<file path="config.mk">
export PLATFORM = sky130hd
export DESIGN_NAME = stage_memory
export DESIGN_NICKNAME = d
export VERILOG_FILES = /design/src/rtl/stage_memory.sv
export SDC_FILE = /design/constraint.sdc
export NUM_CORES = 1
export LEC_CHECK = 0
export CAP_MARGIN = 25
export CORE_ASPECT_RATIO = 1.25
export CORE_MARGIN = 5
export CORE_UTILIZATION = 30
export CTS_BUF_LIST = sky130_fd_sc_hd__clkbuf_2 sky130_fd_sc_hd__clkbuf_4 sky130_fd_sc_hd__clkbuf_8
export DETAILED_ROUTE_END_ITERATION = 16
export PLACE_DENSITY = 0.7
export RECOVER_POWER = 25
export SYNTH_ARGS = -nofsm -noshare
export SYNTH_HDL_FRONTEND = slang
export SYNTH_SLANG_ARGS = --single-unit
</file>
<file path="constraint.sdc">
create_clock -name clk -period 2.3 [get_ports clk]
set_input_delay 0.46 -clock clk [delete_from_list [all_inputs] [get_ports clk]]
set_output_delay 0.46 -clock clk [all_outputs]
set_load 0.1 [all_outputs]
</file>
<file path="src/rtl/stage_memory.sv">
// Memory pipeline stage: issues word loads/stores on a valid/ready data port,
// passes ALU results to writeback and forwards its registered result upstream.
module stage_memory #(
  parameter int unsigned CHECK_ALIGN = 1
) (
  input  logic        clk,
  input  logic        rst,
  input  logic        stall_in,
  output logic        stall,
  input  logic [3:0]  in_dest,
  input  logic [31:0] in_val,
  input  logic        in_is_mem,
  input  logic        in_mem_write,
  input  logic [31:0] in_mem_addr,
  input  logic [31:0] in_mem_val,
  output logic        dmem_req,
  output logic        dmem_we,
  output logic [31:0] dmem_addr,
  output logic [31:0] dmem_wdata,
  input  logic        dmem_ready,
  input  logic        dmem_rvalid,
  input  logic [31:0] dmem_rdata,
  output logic [3:0]  wb_addr,
  output logic [31:0] wb_val,
  output logic        fwd_valid,
  output logic [3:0]  fwd_addr,
  output logic [31:0] fwd_val,
  output logic        misalign
);

  typedef enum logic [1:0] {
    IDLE      = 2'd0,
    LOAD_WAIT = 2'd1,
    LOAD_HELD = 2'd2
  } state_t;

  state_t      state_q, state_d;
  logic [3:0]  wb_addr_q, wb_addr_d;
  logic [31:0] wb_val_q, wb_val_d;
  logic [31:0] ldbuf_q, ldbuf_d;
  logic        misalign_q, misalign_d;
  logic        aligned;
  logic        done;

  assign aligned    = (CHECK_ALIGN == 0) || (in_mem_addr[1:0] == 2'b00);
  assign dmem_we    = in_mem_write;
  assign dmem_addr  = in_mem_addr;
  assign dmem_wdata = in_mem_val;

  assign wb_addr    = wb_addr_q;
  assign wb_val     = wb_val_q;
  assign fwd_valid  = (wb_addr_q != 4'd0);
  assign fwd_addr   = wb_addr_q;
  assign fwd_val    = wb_val_q;
  assign misalign   = misalign_q;

  always_comb begin
    state_d    = state_q;
    wb_addr_d  = wb_addr_q;
    wb_val_d   = wb_val_q;
    ldbuf_d    = ldbuf_q;
    misalign_d = 1'b0;
    dmem_req   = 1'b0;
    done       = 1'b0;

    unique case (state_q)
      IDLE: begin
        // Request is gated by rst so nothing leaks onto the port during reset.
        dmem_req = rst & in_is_mem & ~stall_in & aligned;
        if (!stall_in) begin
          if (!in_is_mem) begin
            wb_addr_d = in_dest;
            wb_val_d  = in_val;
          end else begin
            wb_addr_d = '0;
            if (!aligned) begin
              misalign_d = 1'b1;
              done       = 1'b1;
            end else if (dmem_ready) begin
              if (in_mem_write) done = 1'b1;
              else              state_d = LOAD_WAIT;
            end
          end
        end
      end

      LOAD_WAIT: begin
        if (dmem_rvalid) begin
          if (stall_in) begin
            // Writeback is frozen: park the response until it can advance.
            ldbuf_d = dmem_rdata;
            state_d = LOAD_HELD;
          end else begin
            done      = 1'b1;
            wb_addr_d = in_dest;
            wb_val_d  = dmem_rdata;
            state_d   = IDLE;
          end
        end else if (!stall_in) begin
          wb_addr_d = '0;
        end
      end

      LOAD_HELD: begin
        if (!stall_in) begin
          done      = 1'b1;
          wb_addr_d = in_dest;
          wb_val_d  = ldbuf_q;
          state_d   = IDLE;
        end
      end

      default: state_d = IDLE;
    endcase

    stall = stall_in | (in_is_mem & ~done);
  end

  always_ff @(posedge clk or negedge rst) begin
    if (!rst) begin
      state_q    <= IDLE;
      wb_addr_q  <= '0;
      wb_val_q   <= '0;
      ldbuf_q    <= '0;
      misalign_q <= 1'b0;
    end else begin
      state_q    <= state_d;
      wb_addr_q  <= wb_addr_d;
      wb_val_q   <= wb_val_d;
      ldbuf_q    <= ldbuf_d;
      misalign_q <= misalign_d;
    end
  end

endmodule

</file>
==> results of run 1 <==
worst max path at each step:
stage / from / to / slack (ns) / cells after the start
after global placement: in_mem_addr[1] / stall / 0.03 / 6
after detailed placement: in_mem_addr[1] / stall / 0.02 / 6
final: in_mem_addr[0] / dmem_req / 0.07 / 6
after global routing: state_q[0] / stall / -0.007 / 7
after floorplan: fwd_addr[2] / fwd_valid / 0.01 / 1
after CTS: in_mem_addr[1] / stall / 0.01 / 6
Yosys cell counts, types with 3 or more instances:
cell type	n
a21oi_1	3
a22o_1	4
a22oi_1	32
buf_1	4
buf_2	8
buf_4	101
buf_6	8
clkbuf_1	5
dfrtp_1	71
ha_1	4
inv_1	4
mux2_2	32
nand2_1	68
nor2_1	3
nor3_1	3
o21ai_0	34
o21ai_1	4
o21ai_2	28
area by class of cell:
type | instances | area [um^2] | area share [%]
timing repair buffer | 170 | 1560 | 29.4
tap | 175 | 219 | 4.11
clock inverter | 1 | 5.00 | 0.0940
clock buffer | 14 | 168 | 3.15
multi-input combinational | 228 | 1580 | 29.6
sequential | 71 | 1780 | 33.4
inverter | 4 | 15.0 | 0.282
placed cells by master (no fill, tap or decap), types with 2 or more instances in the layout:
master           instances
buf_4                   85
clkdlybuf4s50_1         74
dfrtp_1                 71
nand2_1                 68
o21ai_0                 34
mux2_2                  32
a22oi_1                 32
o21ai_2                 28
clkbuf_8                10
buf_12                   8
clkbuf_4                 5
a22o_1                   4
o21ai_1                  4
inv_1                    3
a21oi_1                  3
nor2_1                   3
nor3_1                   2
ha_2                     2
ha_1                     2
layer usage:
| layer | track usage (%) | share of wire, % |
|---|---|---|
| met3 | 4.55 | 8.4 |
| met5 | 0 | 0 |
| met1 | 14.7 | 38 |
| met2 | 20.5 | 50 |
| met4 | 6.34 | 3.6 |
cells by family (layout without fill, tap and decap cells):
kind of cell    after synthesis  count (layout)  share of synthesized area, %
simple gates                 80              80                          7.85
fa+ha+maj                     4               4                          1.17
flops                        71              71                          41.6
mux                          32              32                          8.44
compound gates              112             112                          19.0
buf+inv                     130             189                          22.0
sequential cells by signal (all words and copies together), names as in the netlist:
register / cells
fwd_addr: 4
fwd_val: 32
state_q: 2
ldbuf_q: 32
misalign: 1
what timing repair did:
action / in CTS / in global routing
gates resized for setup: 0 / 2
setup buffers: 0 / 1
setup endpoints to repair: 0 / 2
critical path, stage by stage:
cell	delay, ns
clkdlybuf4s50_1	0.43
buf_4	0.16
nor2_1	0.20
nand2_1	0.14
nor3_4	0.18
buf_12	0.20
metrics by stage:
step | TNS (ns) | cells | util, % | hold slack [ns] | worst slack [ns]
after floorplan | 0 | 429 | - | 0.164 | 0.0139
after CTS | 0 | 661 | 38.2 | 0.367 | 0.0105
after global routing | -0.00718 | 663 | 38.4 | 0.523 | -0.00718
final | 0 | 663 | 38.4 | 0.507 | 0.0674
after detailed placement | 0 | 646 | 36.9 | 0.494 | 0.0156
after global placement | 0 | 646 | 36.9 | 0.487 | 0.0349
==> impl_metrics.py, run 1 <==
metrics = {
    "synth": {
        "synth_ff_type": "dfrtp_1",
        "synth_area_leaders": "dfrtp_1, buf_4, mux2_2",
        "netlist.area_leader.share_pct": 41.6,
        "yosysTopAreaCell": "dfrtp_1",
        "async_flop_share_pct": 100,
        "synthCells": 429,
        "syn_area_per_cell_um2": 9.95,
        "synth-seq-cells": 71,
        "synth_enable_flop_cells": 0,
        "ys_types": 31,
        "yosysWarnings": 0,
        "syn_nets": 572,
        "yosysSeqAreaShare_pct": 41.6,
        "syn_area_um2": 4270,
    },
    "route": {
        "postRouteAntennaNets": 0,
        "num_vias": 3183,
        "via_per_inst": 4.80,
        "drc": 0,
        "first_iter_violations": 116,
        "dr.pass1.iters": 4,
        "wl_per_cell_um": 16.2,
        "routed_wl_um": 10800,
    },
    "worst_hold_path": {
        "whs_path_depth": 1,
        "hold_end": "ldbuf_q[16]",
        "min_from": "ldbuf_q[16]",
        "hold_class": "flip-flop to flip-flop",
    },
    "setup_path": {
        "worstSetupPathType": "input pin to output port",
        "worstPathMaxFanout": 3,
        "end_kind": "output port",
        "reg2reg_to": "fwd_val[0]",
        "arrival_ns": 1.77,
        "worstPathRequired_ns": 1.84,
        "rrSetupSlack_ns": 0.38,
        "critPathLaunchType": "input pin",
        "r2r_start": "state_q[0]",
        "rr_worst_depth": 8,
    },
    "clock_tree": {
        "cts_buffers": 9,
        "cts_hold_repair.buffers": 0,
        "path_clk_slew_ns": 0.07,
        "cts_sinks": 71,
        "htreeDepth": 3,
        "cts-root-buf": "clkbuf_8",
        "cts_tree": "done",
        "clock_path_buffers": 2,
        "insertion_delay_ns": 0.35,
    },
    "floorplanning": {
        "ios": 280,
        "die_h_um": 143,
        "die_area_um2": 16700,
        "die_x_um": 117,
        "initial_utilization_pct": 30.8,
        "coreArea_um2": 13900,
        "rows": 48,
    },
    "sta": {
        "relSlewSlack_pct": -21.6,
        "report.final.slew_viol_count": 31,
        "period_needed_ns": 2.23,
        "clock_skew_ns": 0.00541,
        "max_freq_ghz": 0.448,
        "finalHoldViolCount": 0,
        "finalCritPeriodShare_pct": 97.1,
        "worstMarginPinSlew_ns": 1.82,
        "setup_viol": 0,
    },
    "global_routing": {
        "grt_max_degree": 72,
        "antenna_found_initial": 0,
        "grt_first_pass_wirelength_um": 16700,
        "grt-ovfl-total": 0,
        "grt_usage_pct": 12.7,
        "grt_pass1_vias": 3280,
    },
    "finish": {
        "fillers": 1370,
        "syn2layout_area_growth_pct": 24.7,
        "finalNetCount": 627,
        "drive_gt1_share_pct": 36.5,
        "design_area_um2": 5320,
        "antenna_cells": 0,
    },
    "status": {
        "status": "complete, but fails checks",
        "violations": "max-capacitance violations, max-slew violations",
    },
    "place": {
        "gp_congestion": 0.745,
        "placed_area_um2": 5120,
        "dpl.hpwl_um": 7880,
        "io_buffer_count": 155,
    },
    "job": {
        "maxCapViolCount": 1,
    },
}
Power of run 1 is not shown: default switching activity piles up to over one toggle a cycle in this logic, so the estimate is an artifact.
==> inputs of run 2 (changes only) <==
--- a/config.mk
+++ b/config.mk
@@ -6,12 +6,11 @@
 export NUM_CORES = 1
 export LEC_CHECK = 0
 export CAP_MARGIN = 25
-export CORE_ASPECT_RATIO = 1.25
 export CORE_MARGIN = 5
-export CORE_UTILIZATION = 30
+export CORE_UTILIZATION = 35
 export CTS_BUF_LIST = sky130_fd_sc_hd__clkbuf_2 sky130_fd_sc_hd__clkbuf_4 sky130_fd_sc_hd__clkbuf_8
 export DETAILED_ROUTE_END_ITERATION = 16
-export PLACE_DENSITY = 0.7
+export PLACE_DENSITY = 0.79
 export RECOVER_POWER = 25
 export SYNTH_ARGS = -nofsm -noshare
 export SYNTH_HDL_FRONTEND = slang
==> run 2 against run 1 <==
The run now ends clean; non-clock buffer count increased by 1; count of clock-buffer cells in the layout unchanged; clock skew increased by 0.0063 ns; flip-flop and latch count unchanged; critical path type unchanged; largest cell class unchanged.
==> impl_metrics.py, run 2 (synthesis gave the netlist of run 1 again) <==
metrics = {
    "route": {
        "drc": 0,
        "postRouteAntennaNets": 0,
        "num_vias": 3174,
        "routed_wl_um": 10800,
        "via_per_inst": 4.98,
        "first_iter_violations": 171,
        "dr.pass1.iters": 4,
        "wl_per_cell_um": 16.9,
    },
    "sta": {
        "clock_skew_ns": 0.0117,
        "rsz0062_at_grt": "true",
        "worstMarginPinSlew_ns": 0.914,
        "setup_viol": 0,
        "setup_tns_ns": 0,
        "report.final.slew_viol_count": 0,
        "relSlewSlack_pct": 39.1,
        "finalHoldViolCount": 0,
        "period_needed_ns": 2.24,
        "worst_slack_ns": 0.0604,
        "max_freq_ghz": 0.447,
        "finalCritPeriodShare_pct": 97.4,
    },
    "global_routing": {
        "grt_max_degree": 72,
        "grt_first_pass_wirelength_um": 17400,
        "grt_usage_pct": 14.9,
        "antenna_found_initial": 0,
        "grt-ovfl-total": 0,
        "grt_pass1_vias": 3350,
    },
    "worst_hold_path": {
        "hold_class": "input pin to asynchronous set/reset pin",
    },
    "setup_path": {
        "slowest_stage": "clkdlybuf4s50_1",
        "arrival_ns": 1.78,
        "reg2reg_to": "fwd_val[0]",
        "crit_buf_inv": 2,
        "worstPathMaxFanout": 2,
        "rr_worst_depth": 8,
        "path_cells": "clkdlybuf4s50_1 > a211o_1 > a21oi_1 > o21ai_0 > nand2_1 > buf_12",
        "rrSetupSlack_ns": 0.37,
        "critPathLaunchType": "input pin",
        "end_kind": "output port",
        "critPathTopFamily": "buffers and inverters",
        "max_stage_delay_ns": 0.43,
        "worstPathRequired_ns": 1.84,
        "worstSetupPathType": "input pin to output port",
        "r2r_start": "state_q[0]",
    },
    "clock_tree": {
        "path_clk_slew_ns": 0.08,
        "htreeDepth": 3,
        "insertion_delay_ns": 0.34,
        "clock_path_buffers": 2,
        "cts_sinks": 71,
        "cts_hold_repair.buffers": 0,
        "cts-root-buf": "clkbuf_8",
        "cts_buffers": 9,
        "cts_tree": "done",
    },
    "finish": {
        "syn2layout_area_growth_pct": 24.4,
        "antenna_cells": 0,
        "drive_gt1_share_pct": 36.3,
        "finalNetCount": 628,
        "layout_commonest_cell": "buf_4",
        "final_cell_mix": "buf_4, clkdlybuf4s50_1, dfrtp_1",
    },
    "status": {
        "status": "completed",
    },
    "place": {
        "dp_slack_ns": 0.0554,
        "dpl.hpwl_um": 7970,
        "io_buffer_count": 155,
        "gp_congestion": 0.753,
    },
    "floorplanning": {
        "die_area_um2": 14500,
        "initial_utilization_pct": 35.7,
        "die_x_um": 120,
        "rows": 40,
        "ios": 280,
        "die_h_um": 120,
        "coreArea_um2": 12000,
    },
    "job": {
        "maxCapViolCount": 0,
    },
}
==> run 2: cell types whose count changed in the layout (fill, tap and decap cells not counted), moves of 2 or more <==
| cell | previous run | this run |
|---|---|---|
| buf_12 | 8 | 6 |
| clkbuf_8 | 10 | 12 |
| buf_4 | 85 | 87 |
| clkbuf_4 | 5 | 3 |
==> run 2: worst max path at each step <==
stage          cells after the start         to            from  slack [ns]
5_1_grt                            5   dmem_req      state_q[1]       -0.03
2_1_floorplan                      1  fwd_valid     fwd_addr[2]        0.01
6_report                           6      stall    in_mem_write        0.06
3_3_place_gp                       6      stall  in_mem_addr[0]        0.07
3_5_place_dp                       6      stall  in_mem_addr[0]        0.06
4_1_cts                            6      stall  in_mem_addr[0]        0.05
==> run 2: final cells by class <==
class	count	area, um^2
timing repair buffer	171	1540
multi-input combinational	228	1580
sequential	71	1780
clock buffer	14	180
fill	1136	6650
inverter	4	15.0
tap	147	184
clock inverter	2	37.5
==> run 2: layer usage <==
layer / GRT usage, % / vias to the layer above / part of all wire (%)
met2: 25.6 / 155 / 51
li1: - / 1490 / -
met5: 0 / - / 0
met4: 5.88 / 0 / 2.2
met3: 4.86 / 28 / 6.9
met1: 17.2 / 1501 / 39
==> run 2: worst register-to-register path, stage by stage, from the launching register on <==
cell     delay (ns)
dfrtp_1        0.42
inv_1          0.10
ha_1           0.17
buf_4          0.39
o21ai_4        0.14
nand3_4        0.11
buf_4          0.34
nand2_1        0.13
o21ai_2        0.07
==> run 2: what timing repair did <==
action / CTS / global route
buffers inserted: 0 / 1
resized for setup: 0 / 1
setup endpoints to repair: 0 / 2
==> run 2: stage by stage <==
step | std cells | hold WS (ns) | cell area [um^2] | utilization (%)
final | 637 | 0.130 | 5310 | 44.4
after global routing | 637 | 0.159 | 5310 | 44.4
after CTS | 635 | 0.377 | 5300 | 44.3
after detailed placement | 619 | 0.494 | 5080 | 42.5
after global placement | 619 | 0.487 | 5080 | 42.5
after floorplan | 429 | 0.164 | 4280 | -
Power of run 2 is left out for the same reason.
